--- config.mk ---
export PLATFORM = sky130hd
export DESIGN_NAME = calltrace_dump_flat
export DESIGN_NICKNAME = d
export VERILOG_FILES = /design/src/rtl/calltrace_dump_if.sv /design/src/rtl/calltrace_dump.sv /design/src/flat_wrapper.sv
export SDC_FILE = /design/constraint.sdc
export NUM_CORES = 1
export LEC_CHECK = 0
export ABC_CLOCK_PERIOD_IN_PS = 3900
export BUFFER_PORTS_ARGS = -buffer_cell sky130_fd_sc_hd__buf_2
export CORE_MARGIN = 3
export CORE_UTILIZATION = 55
export DETAILED_ROUTE_END_ITERATION = 16
export GPL_ROUTABILITY_DRIVEN = 0
export PLACE_DENSITY = 0.71
export SLEW_MARGIN = 15
export SYNTH_ARGS = -nofsm -noshare
export SYNTH_HDL_FRONTEND = slang
export SYNTH_SLANG_ARGS = --single-unit
--- constraint.sdc ---
create_clock -name clk -period 3.9 [get_ports clk]
set_input_delay 1.17 -clock clk [delete_from_list [all_inputs] [get_ports clk]]
set_output_delay 1.17 -clock clk [all_outputs]
set_load 0.02 [all_outputs]
--- src/rtl/calltrace_dump_if.sv ---
`default_nettype none
// ============================================================================
// Module   : calltrace_dump_if
// Brief    : Bundles the dump sequencer's stack-side and IO-side signals.
//            master = the dump sequencer, slave = the stack plus IO decoder.
// Revision : 1.0  initial release
// ============================================================================
interface calltrace_dump_if #(
  parameter int DW = 24
);
  // Trigger and stack side
  logic          trig;
  logic [DW-1:0] st_data;
  logic          st_empty;
  logic          st_frozen;
  logic          st_rd;
  logic          st_wr_ctrl;
  logic [2:0]    st_ctrl;
  // IO decoder side
  logic          io_wr_ctrl;
  logic          io_rd_data;
  logic [31:0]   io_data_in;
  logic [31:0]   io_data_out;
  logic [31:0]   io_status_out;
  logic          irq;

  modport master (
    input  trig, st_data, st_empty, st_frozen, io_wr_ctrl, io_rd_data, io_data_in,
    output st_rd, st_wr_ctrl, st_ctrl, io_data_out, io_status_out, irq
  );

  modport slave (
    output trig, st_data, st_empty, st_frozen, io_wr_ctrl, io_rd_data, io_data_in,
    input  st_rd, st_wr_ctrl, st_ctrl, io_data_out, io_status_out, irq
  );
endinterface
`default_nettype wire

--- src/rtl/calltrace_dump.sv ---
`default_nettype none
// ============================================================================
// Module   : calltrace_dump
// Brief    : Error-time sequencer for the calltrace stack. On a trigger it
//            freezes the stack, drains it newest-first into a local snapshot,
//            raises irq, serves IO reads, then clears and unfreezes the stack
//            on software release.
// Options  : CALLTRACE_DUMP_TS_EN - latch a free-running cycle counter at
//            dump start, readable as the word just past the last entry.
// Revision : 1.0  initial release
// ============================================================================
module calltrace_dump #(
  parameter int SLOTS = 64,
  parameter int DW    = 24
) (
  input  wire logic        clk,
  input  wire logic        rst_n,
  calltrace_dump_if.master bus
);

  localparam int c_AW = (SLOTS > 1) ? $clog2(SLOTS) : 1;

  typedef enum logic [2:0] {
    S_IDLE   = 3'd0,
    S_FREEZE = 3'd1,
    S_POP    = 3'd2,
    S_WAIT   = 3'd3,
    S_DONE   = 3'd4,
    S_CLEAR  = 3'd5
  } state_t;

  state_t        r_state;
  logic          r_trig_q;
  // Counters are one bit wider than the status field so SLOTS=256 can be held.
  logic [8:0]    r_n_entries;
  logic [8:0]    r_rd_ptr;
  logic          r_ovfl;
  logic          r_st_rd;
  logic          r_st_wr_ctrl;
  logic [2:0]    r_st_ctrl;
  logic          r_irq;
  logic [DW-1:0] r_snap [SLOTS];

  logic          w_start;
  logic          w_release;
  logic          w_rewind;
  logic          w_full;
  logic          w_snap_we;
  logic          w_busy;
  logic          w_done;
  logic [31:0]   w_ts_word;
  logic [31:0]   w_data_out;
  logic          w_unused;

  assign w_start   = (bus.trig & ~r_trig_q) | (bus.io_wr_ctrl & bus.io_data_in[0]);
  assign w_release = bus.io_wr_ctrl & bus.io_data_in[1];
  assign w_rewind  = bus.io_wr_ctrl & bus.io_data_in[2];
  assign w_full    = (r_n_entries == 9'(SLOTS));
  assign w_snap_we = (r_state == S_POP) & ~bus.st_empty & ~w_full;
  assign w_busy    = (r_state == S_FREEZE) | (r_state == S_POP) |
                     (r_state == S_WAIT)   | (r_state == S_CLEAR);
  assign w_done    = (r_state == S_DONE);

  // Stack frozen flag is informational only; the sequencer never waits on it.
  assign w_unused  = &{1'b0, bus.st_frozen, bus.io_data_in[31:3]};

  // Sequencer: freeze, drain one entry every two cycles, hold for software, clear.
  always_ff @(posedge clk or negedge rst_n) begin
    if (!rst_n) begin
      r_state      <= S_IDLE;
      r_trig_q     <= 1'b0;
      r_n_entries  <= '0;
      r_rd_ptr     <= '0;
      r_ovfl       <= 1'b0;
      r_st_rd      <= 1'b0;
      r_st_wr_ctrl <= 1'b0;
      r_st_ctrl    <= 3'b000;
      r_irq        <= 1'b0;
    end else begin
      r_trig_q     <= bus.trig;
      r_st_rd      <= 1'b0;
      r_st_wr_ctrl <= 1'b0;
      r_st_ctrl    <= 3'b000;
      case (r_state)
        S_IDLE: begin
          if (w_start) begin
            r_state      <= S_FREEZE;
            r_n_entries  <= '0;
            r_rd_ptr     <= '0;
            r_ovfl       <= 1'b0;
            r_st_wr_ctrl <= 1'b1;
            r_st_ctrl    <= 3'b010;
          end
        end
        S_FREEZE: r_state <= S_POP;
        S_POP: begin
          if (bus.st_empty) begin
            r_state <= S_DONE;
            r_irq   <= 1'b1;
          end else if (w_full) begin
            r_ovfl  <= 1'b1;
            r_state <= S_DONE;
            r_irq   <= 1'b1;
          end else begin
            r_n_entries <= r_n_entries + 9'd1;
            r_st_rd     <= 1'b1;
            r_state     <= S_WAIT;
          end
        end
        S_WAIT: r_state <= S_POP;
        S_DONE: begin
          if (bus.io_rd_data && (r_rd_ptr < r_n_entries))
            r_rd_ptr <= r_rd_ptr + 9'd1;
          if (w_release) begin
            r_state      <= S_CLEAR;
            r_st_wr_ctrl <= 1'b1;
            r_st_ctrl    <= 3'b101;
          end else if (w_rewind) begin
            r_rd_ptr <= '0;
          end
        end
        S_CLEAR: begin
          r_state <= S_IDLE;
          r_irq   <= 1'b0;
        end
        default: r_state <= S_IDLE;
      endcase
    end
  end

  // Snapshot RAM write port; contents deliberately survive reset.
  always_ff @(posedge clk) begin
    if (w_snap_we)
      r_snap[r_n_entries[c_AW-1:0]] <= bus.st_data;
  end

`ifdef CALLTRACE_DUMP_TS_EN
  logic [31:0] r_cycle;
  logic [31:0] r_ts;

  // Free-running cycle counter, captured when a dump is accepted.
  always_ff @(posedge clk or negedge rst_n) begin
    if (!rst_n) begin
      r_cycle <= '0;
      r_ts    <= '0;
    end else begin
      r_cycle <= r_cycle + 32'd1;
      if ((r_state == S_IDLE) && w_start)
        r_ts <= r_cycle;
    end
  end

  assign w_ts_word = r_ts;
`else
  assign w_ts_word = '0;
`endif

  // Read mux: live entries, then the timestamp word in DONE, otherwise zero.
  always_comb begin
    w_data_out = '0;
    if (r_rd_ptr < r_n_entries)
      w_data_out[DW-1:0] = r_snap[r_rd_ptr[c_AW-1:0]];
    else if (w_done && (r_rd_ptr == r_n_entries))
      w_data_out = w_ts_word;
  end

  assign bus.io_data_out   = w_data_out;
  assign bus.io_status_out = {8'b0, r_n_entries[7:0], r_rd_ptr[7:0], 5'b0, r_ovfl, w_busy, w_done};
  assign bus.st_rd         = r_st_rd;
  assign bus.st_wr_ctrl    = r_st_wr_ctrl;
  assign bus.st_ctrl       = r_st_ctrl;
  assign bus.irq           = r_irq;

endmodule
`default_nettype wire
--- src/flat_wrapper.sv ---
// flat-port wrapper written by rule: the top's interface ports become plain ports
module calltrace_dump_flat 
#(
  parameter int SLOTS = 64,
  parameter int DW    = 24
)
  (clk, rst_n, bus_trig, bus_st_data, bus_st_empty, bus_st_frozen, bus_io_wr_ctrl, bus_io_rd_data, bus_io_data_in, bus_st_rd, bus_st_wr_ctrl, bus_st_ctrl, bus_io_data_out, bus_io_status_out, bus_irq);
  calltrace_dump_if #(.DW(DW)) bus_i ();
  input  wire logic clk;
  input  wire logic rst_n;
  input wire logic [$bits(bus_i.trig)-1:0] bus_trig;
  input wire logic [$bits(bus_i.st_data)-1:0] bus_st_data;
  input wire logic [$bits(bus_i.st_empty)-1:0] bus_st_empty;
  input wire logic [$bits(bus_i.st_frozen)-1:0] bus_st_frozen;
  input wire logic [$bits(bus_i.io_wr_ctrl)-1:0] bus_io_wr_ctrl;
  input wire logic [$bits(bus_i.io_rd_data)-1:0] bus_io_rd_data;
  input wire logic [$bits(bus_i.io_data_in)-1:0] bus_io_data_in;
  output wire logic [$bits(bus_i.st_rd)-1:0] bus_st_rd;
  output wire logic [$bits(bus_i.st_wr_ctrl)-1:0] bus_st_wr_ctrl;
  output wire logic [$bits(bus_i.st_ctrl)-1:0] bus_st_ctrl;
  output wire logic [$bits(bus_i.io_data_out)-1:0] bus_io_data_out;
  output wire logic [$bits(bus_i.io_status_out)-1:0] bus_io_status_out;
  output wire logic [$bits(bus_i.irq)-1:0] bus_irq;
  assign bus_i.trig = bus_trig;
  assign bus_i.st_data = bus_st_data;
  assign bus_i.st_empty = bus_st_empty;
  assign bus_i.st_frozen = bus_st_frozen;
  assign bus_i.io_wr_ctrl = bus_io_wr_ctrl;
  assign bus_i.io_rd_data = bus_io_rd_data;
  assign bus_i.io_data_in = bus_io_data_in;
  assign bus_st_rd = bus_i.st_rd;
  assign bus_st_wr_ctrl = bus_i.st_wr_ctrl;
  assign bus_st_ctrl = bus_i.st_ctrl;
  assign bus_io_data_out = bus_i.io_data_out;
  assign bus_io_status_out = bus_i.io_status_out;
  assign bus_irq = bus_i.irq;
  calltrace_dump #(.SLOTS(SLOTS), .DW(DW)) u_core (.clk(clk), .rst_n(rst_n), .bus(bus_i));
endmodule
# ---- Word level (Yosys, flattened, before mapping)
# Memories as Yosys holds them, arrays and structs flattened.
# Cells that the tools add are included.
dict set report totals {
  ff_bits 29
  latchBits 0
  mem_bits_rw 1536
  romBits 0
  inputBits 63
  memories 1
}
# name depth width rd rd_ports_with_merged_regs wr line_no
set memory_table {}
lappend memory_table {u_core.r_snap 64 24 1 0 1 calltrace_dump.sv:42} ;# logic [DW-1:0] r_snap [SLOTS];
dict set report classes {
  addsub 2
  multipliers 0
  n_div 0
  magnitude_cmp 1
  n_eq_ne 12
  shift 0
  muxes 31
  bitwise 13
  n_reduce_logical 11
}
# cell count
set ops {}
lappend ops {{$mux W9} 6}
lappend ops {{$pmux W9 S2} 2}
lappend ops {{$mux W24} 1}
lappend ops {{$add A9 B1 Y9 const B} 2}
lappend ops {{$mux W3} 5}
lappend ops {{$pmux W3 S4} 1}
lappend ops {{$mux W1} 11}
lappend ops {{$eq A9 B7 Y1 const B} 1}
lappend ops {{$lt A9 B9 Y1} 1}
lappend ops {{$reduce_and A4 Y1} 2}
lappend ops {{$and A1 B1 Y1} 6}
lappend ops {{$eq A3 B2 Y1 const B} 2}
lappend ops {{$eq A3 B3 Y1 const B} 2}
lappend ops {{$ne A2 B1 Y1 const B} 3}
lappend ops {{$pmux W1 S2} 3}
lappend ops {{$pmux W3 S2} 1}
lappend ops {{$reduce_and A2 Y1} 3}
lappend ops {{$reduce_bool A2 Y1} 3}
lappend ops {{$ne A2 B2 Y1 const B} 2}
lappend ops {{$or A1 B1 Y1} 4}
lappend ops {{$eq A3 B1 Y1 const B} 1}
lappend ops {{$logic_not A3 Y1} 1}
lappend ops {{$ne A3 B2 Y1 const B} 1}
lappend ops {{$not A1 Y1} 3}
lappend ops {{other kinds (3)} 3}

# ---- Longest topological paths before layout
# Gate-level depths: netlist (run 1).
dict set report depth {
  word_depth 6
  mapped_depth 10
  mapped_depth_nobuf 7
}

# ---- Least setup slack after synthesis (run 1)
# OpenSTA, ideal clock, no wires.
dict set report synth_timing {
  kind {register to output}
  from {register u_core.r_n_entries[2]}
  to {output bus_io_data_out[18]}
  arrival_time_ns 2.720
  path_slack_ns 0.010
  stages_incl_launch_ff 10
  path_cell_list {dfrtp_1 clkbuf_1 inv_1 ha_1 a211o_1 a31oi_1 o221ai_2 buf_2 or3_1 nor3_1}
}
dict set report synth_between {
  elab_chain_len 2
}
# item line_no
set synth_rtl {}
lappend synth_rtl {{start: declaration} calltrace_dump.sv:35} ;# logic [8:0] r_n_entries;
lappend synth_rtl {{start signal: assignment} calltrace_dump.sv:105} ;# r_n_entries <= r_n_entries + 9'd1;
lappend synth_rtl {{$lt A9 B9 Y1} calltrace_dump.sv:161} ;# if (r_rd_ptr < r_n_entries)
lappend synth_rtl {{$mux W24} calltrace_dump.sv:161}
lappend synth_rtl {{end: declaration} flat_wrapper.sv:21} ;# output wire logic [$bits(bus_i.io_data_out)-1:0] bus_io_data_out;
# No other way between the ends.

# ---- Final worst setup path (run 1)
dict set report layout_timing {
  from {register u_core.r_rd_ptr[0]}
  to {output bus_io_data_out[21]}
}
dict set report layout_between {
  elab_chain_len 2
  elab_cells_between_ends 3
  cone_classes {1 x order compare; 1 x mux; 1 x memory}
}
# item line_no
set layout_rtl {}
lappend layout_rtl {{start: declaration} calltrace_dump.sv:36} ;# logic [8:0] r_rd_ptr;
lappend layout_rtl {{start signal: assignment} calltrace_dump.sv:113} ;# r_rd_ptr <= r_rd_ptr + 9'd1;
lappend layout_rtl {{$mem_v2 Z64 W24 / $lt A9 B9 Y1 (equally long branches)} -}
lappend layout_rtl {{$mux W24 (*)} calltrace_dump.sv:161}
# Mark *: on every way between the ends. The rest lies on a longest branch, timed or not.

==> summary.txt, run 1 <==
Post-route setup TNS: -11.85 ns
Antenna-violating nets left: 0
Area post-placement: 65000 um2
Initial antenna violation count: 6
HP Class: in -> async
DR pass1 iterations: 6
IO buf count: 81
Fin. Hold Viols: 0
Syn Inst Count: 2793
RSZ-0062 raised after global routing: true
Syn avg cell area: 21.7 um2
Max_slew headroom: 29.7%
CTS clk-pin slew, worst paths: 0.06 ns
Reg2Reg Depth: 9
DRT Wirelength: 155 mm
Initial Util: 55.6%
Yosys warns: 0
Gr usage total: 26.8%
TritonCTS clock tree: built
Mux share of post-synthesis cell area: 15.3%
Min Tclk post-route: 4.44 ns
Nets: 3309
Non-Filler Instances: 4829
Most frequent cell after synthesis: edfxtp_1
Synth Area in Compound Gates: 3.09%
Via-to-Cell Ratio: 6.53
GRT overflow: 0
Layout Skew: 0.0213 ns
Number of synthesized flops with an enable pin: 1536
CTS max path bufs: 3
Post-route setup slack: -0.544 ns
Critical Path Start Type: flip-flop
Post-Synth XOR/XNOR Area: 0%
First-pass GRT wire length: 216 mm
Synth area leader: edfxtp_1
FP Rows: 121
F_max: 0.225 GHz
Max-slew violations: 0
Combinational family with the most area after synthesis: multiplexers
Fraction of the mapped netlist area in simple logic gates: 2.03%
Die area: 114000 um2
Vias in the first global route: 31000
Share of the synthesized area in the top cell type: 76.0%
Crit. End Element: output pin
Crit path arrival time: 3.27 ns
IO Count: 133
Adder-Cell Fraction of Synth Area: 0.227%
Post-synth cell types: 63
CORE AREA: 109000 um2
Post-Place Setup Slack: -0.214 ns
Finished Cell Area: 72000 um2
Num CTS Buffers: 152
Synth top area cells: edfxtp_1 (76%), mux4_2 (13%), mux2i_1 (1.9%), dfrtp_1 (1.2%), buf_4 (0.77%)
Endpoints failing setup: 24
Root Driver: clkbuf_16
Final Core Density: 66.0%
Slew at the pin closest to its max-slew limit: 1.05 ns
Final hold slack: 0.453 ns
Placed cells: 4502
Sequential share of the synthesized area: 77.2%
Wire per inst: 32.1 um
Drt initial violations: 4310
Status: finished with violations
Primary FF master, synth: edfxtp_1
Total Power: 43.3 mW
Synthesized flop and latch total: 1564
Worst vdd rail ir drop: 0.472 mV
Top cells by count, synth: edfxtp_1 (1536), mux4_2 (359), mux2i_1 (116)
Max-cap violations: 0
Critical path class: reg -> out
Synth Cell Area: 60700 um2
Leakage: 22.8 nW
# H-tree levels: 4
Dpl hpwl: 90.1 mm
Max Fanout on Critical Path: 6
Die Wd: 338 um
DRC Markers: 0
Failing checks: negative setup slack
CP required: 2.73 ns
Period utilization: 114%
Worst-Skew Late Latency: 0.77 ns
Layout cells sized above 1: 37.7%
Die Ht: 338 um
Synth async-reset ratio: 1.79%
Syn-to-layout area delta: 18.7%
Via count: 31500
Power per cell area: 601 nW/um2
Largest net degree at the start of global routing: 65
Total clock sinks: 1564
path summary, 6_finish.rpt:
| check | startpoint | to | slack [ns] |
|---|---|---|---|
| setup / recovery | u_core.r_rd_ptr[0] | bus_io_data_out[21] | -0.54 |
| hold / removal | rst_n | u_core.bus.st_wr_ctrl | 0.45 |
| setup reg to reg | u_core.r_n_entries[0] | u_core.r_snap[5][2] | 0.50 |
| hold reg to reg | u_core.r_ovfl | u_core.r_ovfl | 0.51 |
| max in group asynchronous | rst_n | u_core.r_rd_ptr[2] | 2.95 |
| min in group clk | u_core.r_ovfl | u_core.r_ovfl | 0.51 |
report_power, final:
part	leakage [nW]	switching [mW]	internal, mW
Clock	2.35	6.04	8.25
Sequential	14.2	0.0881	18.6
Combinational	6.31	5.56	4.77
sequential cells by signal, indices dropped and copies added, names as in the netlist:
register,flops
u_core.bus.irq,1
u_core.r_trig_q,1
u_core.bus.st_wr_ctrl,1
u_core.r_state,3
u_core.bus.st_ctrl,2
u_core.r_ovfl,1
u_core.r_rd_ptr,9
u_core.r_n_entries,9
u_core.r_snap,1536
u_core.bus.st_rd,1
placed cells by master, fill, tap and decap left out, types with 32 or more instances in the layout:
master        n
mux4_2      359
buf_4       286
edfxtp_1   1536
nor2_2       71
clkbuf_16   172
clkbuf_1     36
buf_2        58
o22ai_1      41
a221oi_2     32
mux2i_1      91
nand2_1      55
buf_12       51
final cells by class:
cell class	count	area [um2]
sequential	1564	46800
clock buffer	199	4170
fill	6656	37100
timing repair buffer	456	4620
tap	1476	1850
clock inverter	70	656
antenna	3	7.51
inverter	17	63.8
multi-input combinational	1044	13800
layer usage:
metal	global-route usage, %	up-vias	wire length (um)
li1	-	12600	-
met1	37.8	16500	57700
met2	41.4	2101	75200
met3	6.32	287	16800
met4	10.1	0	5550
met5	0	-	0
repair_timing:
action / in CTS / in global routing
resized for setup: 179 / 153
pin swaps: 16 / 52
gates cloned: 6 / 13
setup buffers: 11 / 35
hold buffers: 0 / 0
endpoints found under the setup margin: 24 / 24
cell families (layout without fill, tap and decap cells):
group           after synthesis  in the layout
buf+inv                     206            742
other cells                   1             24
fa+ha+maj                    11             11
mux                         479            479
flops                      1564           1564
compound gates              263            264
simple gates                269            269
critical path, cell delays in order (launching register included):
cell and delay (ns):
dfrtp_4 0.50, buf_12 0.18, buf_12 0.16, mux4_2 0.54
mux2i_4 0.21, o21ai_4 0.11, o211ai_1 0.47, nor2_2 0.18
buf_6 0.17
No activity file was read; power rests on OpenSTA's default activity.
==> run 2: changes to the inputs <==
--- a/config.mk
+++ b/config.mk
@@ -9,6 +9,7 @@
 export BUFFER_PORTS_ARGS = -buffer_cell sky130_fd_sc_hd__buf_2
 export CORE_MARGIN = 3
 export CORE_UTILIZATION = 55
+export CTS_BUF_LIST = sky130_fd_sc_hd__clkbuf_4 sky130_fd_sc_hd__clkbuf_8
 export DETAILED_ROUTE_END_ITERATION = 16
 export GPL_ROUTABILITY_DRIVEN = 0
 export PLACE_DENSITY = 0.71
==> run 2 against run 1 <==
Effect of this change: the flow still finishes with violations (negative setup slack); sequential share of layout area grew 0.70 points; sequential power about the same; non-clock buffer count is 12 lower; critical path depth up 3; highest routed layer unchanged.
==> summary.txt, run 2 (synthesis gave the netlist of run 1 again) <==
Largest net degree at the start of global routing: 65 (unchanged)
Die Ht: 338 um (unchanged)
Post-Place Setup Slack: -0.214 ns (unchanged)
Area post-placement: 65000 um2 (unchanged)
RSZ-0062 raised after global routing: true (unchanged)
WP buf/inv: 6 (was 3)
WP depth: 11 (was 8)
Commonest cells after routing, fill and taps aside: edfxtp_1 (1536), mux4_2 (359), buf_4 (277) (was edfxtp_1 (1536), mux4_2 (359), buf_4 (286))
Crit path arrival time: 3.47 ns (was 3.27 ns)
Dpl hpwl: 90.1 mm (unchanged)
Nets: 3374 (was 3309)
CORE AREA: 109000 um2 (unchanged)
Internal power: 29.9 mW (was 31.6 mW)
Endpoints failing setup: 24 (unchanged)
Die Wd: 338 um (unchanged)
IO Count: 133 (unchanged)
Initial Util: 55.6% (unchanged)
First-pass GRT wire length: 217 mm (was 216 mm)
Crit-path cells: buf_4 -> buf_12 -> buf_16 -> mux4_2 -> a221oi_2 -> buf_4 -> o21ai_2 -> nand2_2 -> nor3_2 -> buf_4 -> buf_4 (was buf_12 -> buf_12 -> mux4_2 -> mux2i_4 -> o21ai_4 -> o211ai_1 -> nor2_2 -> buf_6)
Die area: 114000 um2 (unchanged)
Layout cells sized above 1: 39.4% (was 37.7%)
Finished Cell Area: 71300 um2 (was 72000 um2)
TritonCTS clock tree: built (unchanged)
Fill cells: 6829 (was 6656)
Via count: 31600 (was 31500)
Failing checks: negative setup slack (unchanged)
Total clock sinks: 1564 (unchanged)
Cell mode on critical path: buf_4 (was buf_12)
Critical path's slowest cell: dfrtp_4 (was mux4_2)
Max-cap violations: 0 (unchanged)
DRC Markers: 0 (unchanged)
Min Tclk post-route: 4.64 ns (was 4.44 ns)
Max-slew violations: 0 (unchanged)
Status: finished with violations (unchanged)
# H-tree levels: 4 (unchanged)
IO buf count: 81 (unchanged)
Post-route setup slack: -0.737 ns (was -0.544 ns)
Sequential share of power: 45.0% (was 43.1%)
CP required: 2.73 ns (about the same)
CP max stage delay: 0.53 ns (was 0.54 ns)
Post-route setup TNS: -15.24 ns (was -11.85 ns)
F_max: 0.216 GHz (was 0.225 GHz)
Final Core Density: 65.3% (was 66.0%)
CTS clk-pin slew, worst paths: 0.07 ns (was 0.06 ns)
Via-to-Cell Ratio: 6.37 (was 6.53)
Commonest non-fill, non-tap cell in the layout: edfxtp_1 (unchanged)
Fin. Hold Viols: 0 (unchanged)
DR pass1 iterations: 6 (unchanged)
GRT overflow: 0 (unchanged)
Antenna-violating nets left: 0 (unchanged)
Worst vdd rail ir drop: 0.331 mV (was 0.472 mV)
Clock power share: 30.7% (was 33.0%)
DRT Wirelength: 153 mm (was 155 mm)
Vias in the first global route: 31500 (was 31000)
Logic pwr share: 24.3% (was 23.9%)
Max_slew headroom: 27.7% (was 29.7%)
Critical Path Start Type: flip-flop (unchanged)
Reg2Reg Depth: 9 (unchanged)
CP delay by family, top: buffers and inverters (was multiplexers)
Critical path class: reg -> out (unchanged)
Period utilization: 119% (was 114%)
Power per cell area: 582 nW/um2 (was 601 nW/um2)
Slew at the pin closest to its max-slew limit: 1.08 ns (was 1.05 ns)
Wire per inst: 30.8 um (was 32.1 um)
Total Power: 41.5 mW (was 43.3 mW)
NetSw: 11.5 mW (was 11.7 mW)
Syn-to-layout area delta: 17.5% (was 18.7%)
Layout Skew: 0.0381 ns (was 0.0213 ns)
Max reg flops: 1536 (unchanged)
HP Class: in -> async (unchanged)
CTS max path bufs: 3 (unchanged)
Gr usage total: 26.9% (was 26.8%)
Initial antenna violation count: 8 (was 6)
Root Driver: clkbuf_8 (was clkbuf_16)
Max Fanout on Critical Path: 5 (was 6)
Num CTS Buffers: 229 (was 152)
FP Rows: 121 (unchanged)
Sw frac: 27.8% (was 27.0%)
Worst-Skew Late Latency: 0.90 ns (was 0.77 ns)
Crit. End Element: output pin (unchanged)
Leakage: 22.7 nW (was 22.8 nW)
Drt initial violations: 4405 (was 4310)
[run 2: changes by cell type in the layout (fill, tap and decap cells not counted), moves of 5 or more]
cell / previous run / this run
clkbuf_16: 172 / 5
clkbuf_8: 4 / 233
buf_4: 286 / 277
o21ai_1: 30 / 35
clkinv_2: 18 / 27
buf_6: 28 / 21
clkbuf_1: 36 / 0
a221oi_1: 11 / 18
clkbuf_4: 0 / 71
clkinv_1: 29 / 60
inv_8: 0 / 5
[run 2: layout make-up]
type	instances	area, um2	share of cell area (%)
flip-flops and latches	1564	46800	65.7
clock inverters	107	699	0.982
repair buffers	444	4460	6.26
inverters	17	63.8	0.0895
well taps	1476	1850	2.59
diodes	4	10.0	0.0140
multi-input cells	1044	13600	19.1
clock buffers	304	3740	5.25
[run 2: metrics by stage]
| step | hold WS (ns) | std cells |
|---|---|---|
| after floorplan | 0.464 | 2813 |
| after global placement | 0.491 | 4502 |
| after detailed placement | 0.499 | 4502 |
| after CTS | 0.260 | 4945 |
| after global routing | 0.299 | 4960 |
| final | 0.313 | 4960 |
[run 2: metal layers]
layer  share of wire [%]  global-route usage (%)  vias up
met1                  38                    38.0    16500
li1                    -                       -    12800
met2                  47                    41.4     1994
met4                 3.9                    10.5        0
met3                  11                    6.37      294
met5                   0                       0        -
[run 2: repair_timing]
item	CTS	global route
endpoints found under the setup margin	24	24
gates cloned	10	5
pin swaps	32	18
hold buffers	0	0
buffers inserted	27	8
resized for setup	218	69
[run 2: final timing paths]
kind                                   endpoint                  start  slack [ns]
setup / recovery            bus_io_data_out[18]     u_core.r_rd_ptr[0]       -0.74
hold / removal               u_core.r_rd_ptr[7]                  rst_n        0.31
setup reg to reg           u_core.r_snap[5][11]  u_core.r_n_entries[0]        0.60
hold reg to reg                   u_core.r_ovfl          u_core.r_ovfl        0.51
max in group asynchronous    u_core.r_rd_ptr[0]                  rst_n        3.06
min in group clk                u_core.r_trig_q               bus_trig        0.40
[run 2: power groups by stage]
stage               registers, mW  clock network, mW  logic, mW
floorplan                    19.0                  0       5.04
global placement             19.0                  0       8.18
detailed placement           19.0                  0       8.32
CTS                          18.7               12.9       9.62
global route                 18.7               13.7       10.5
finish                       18.7               12.7       10.1
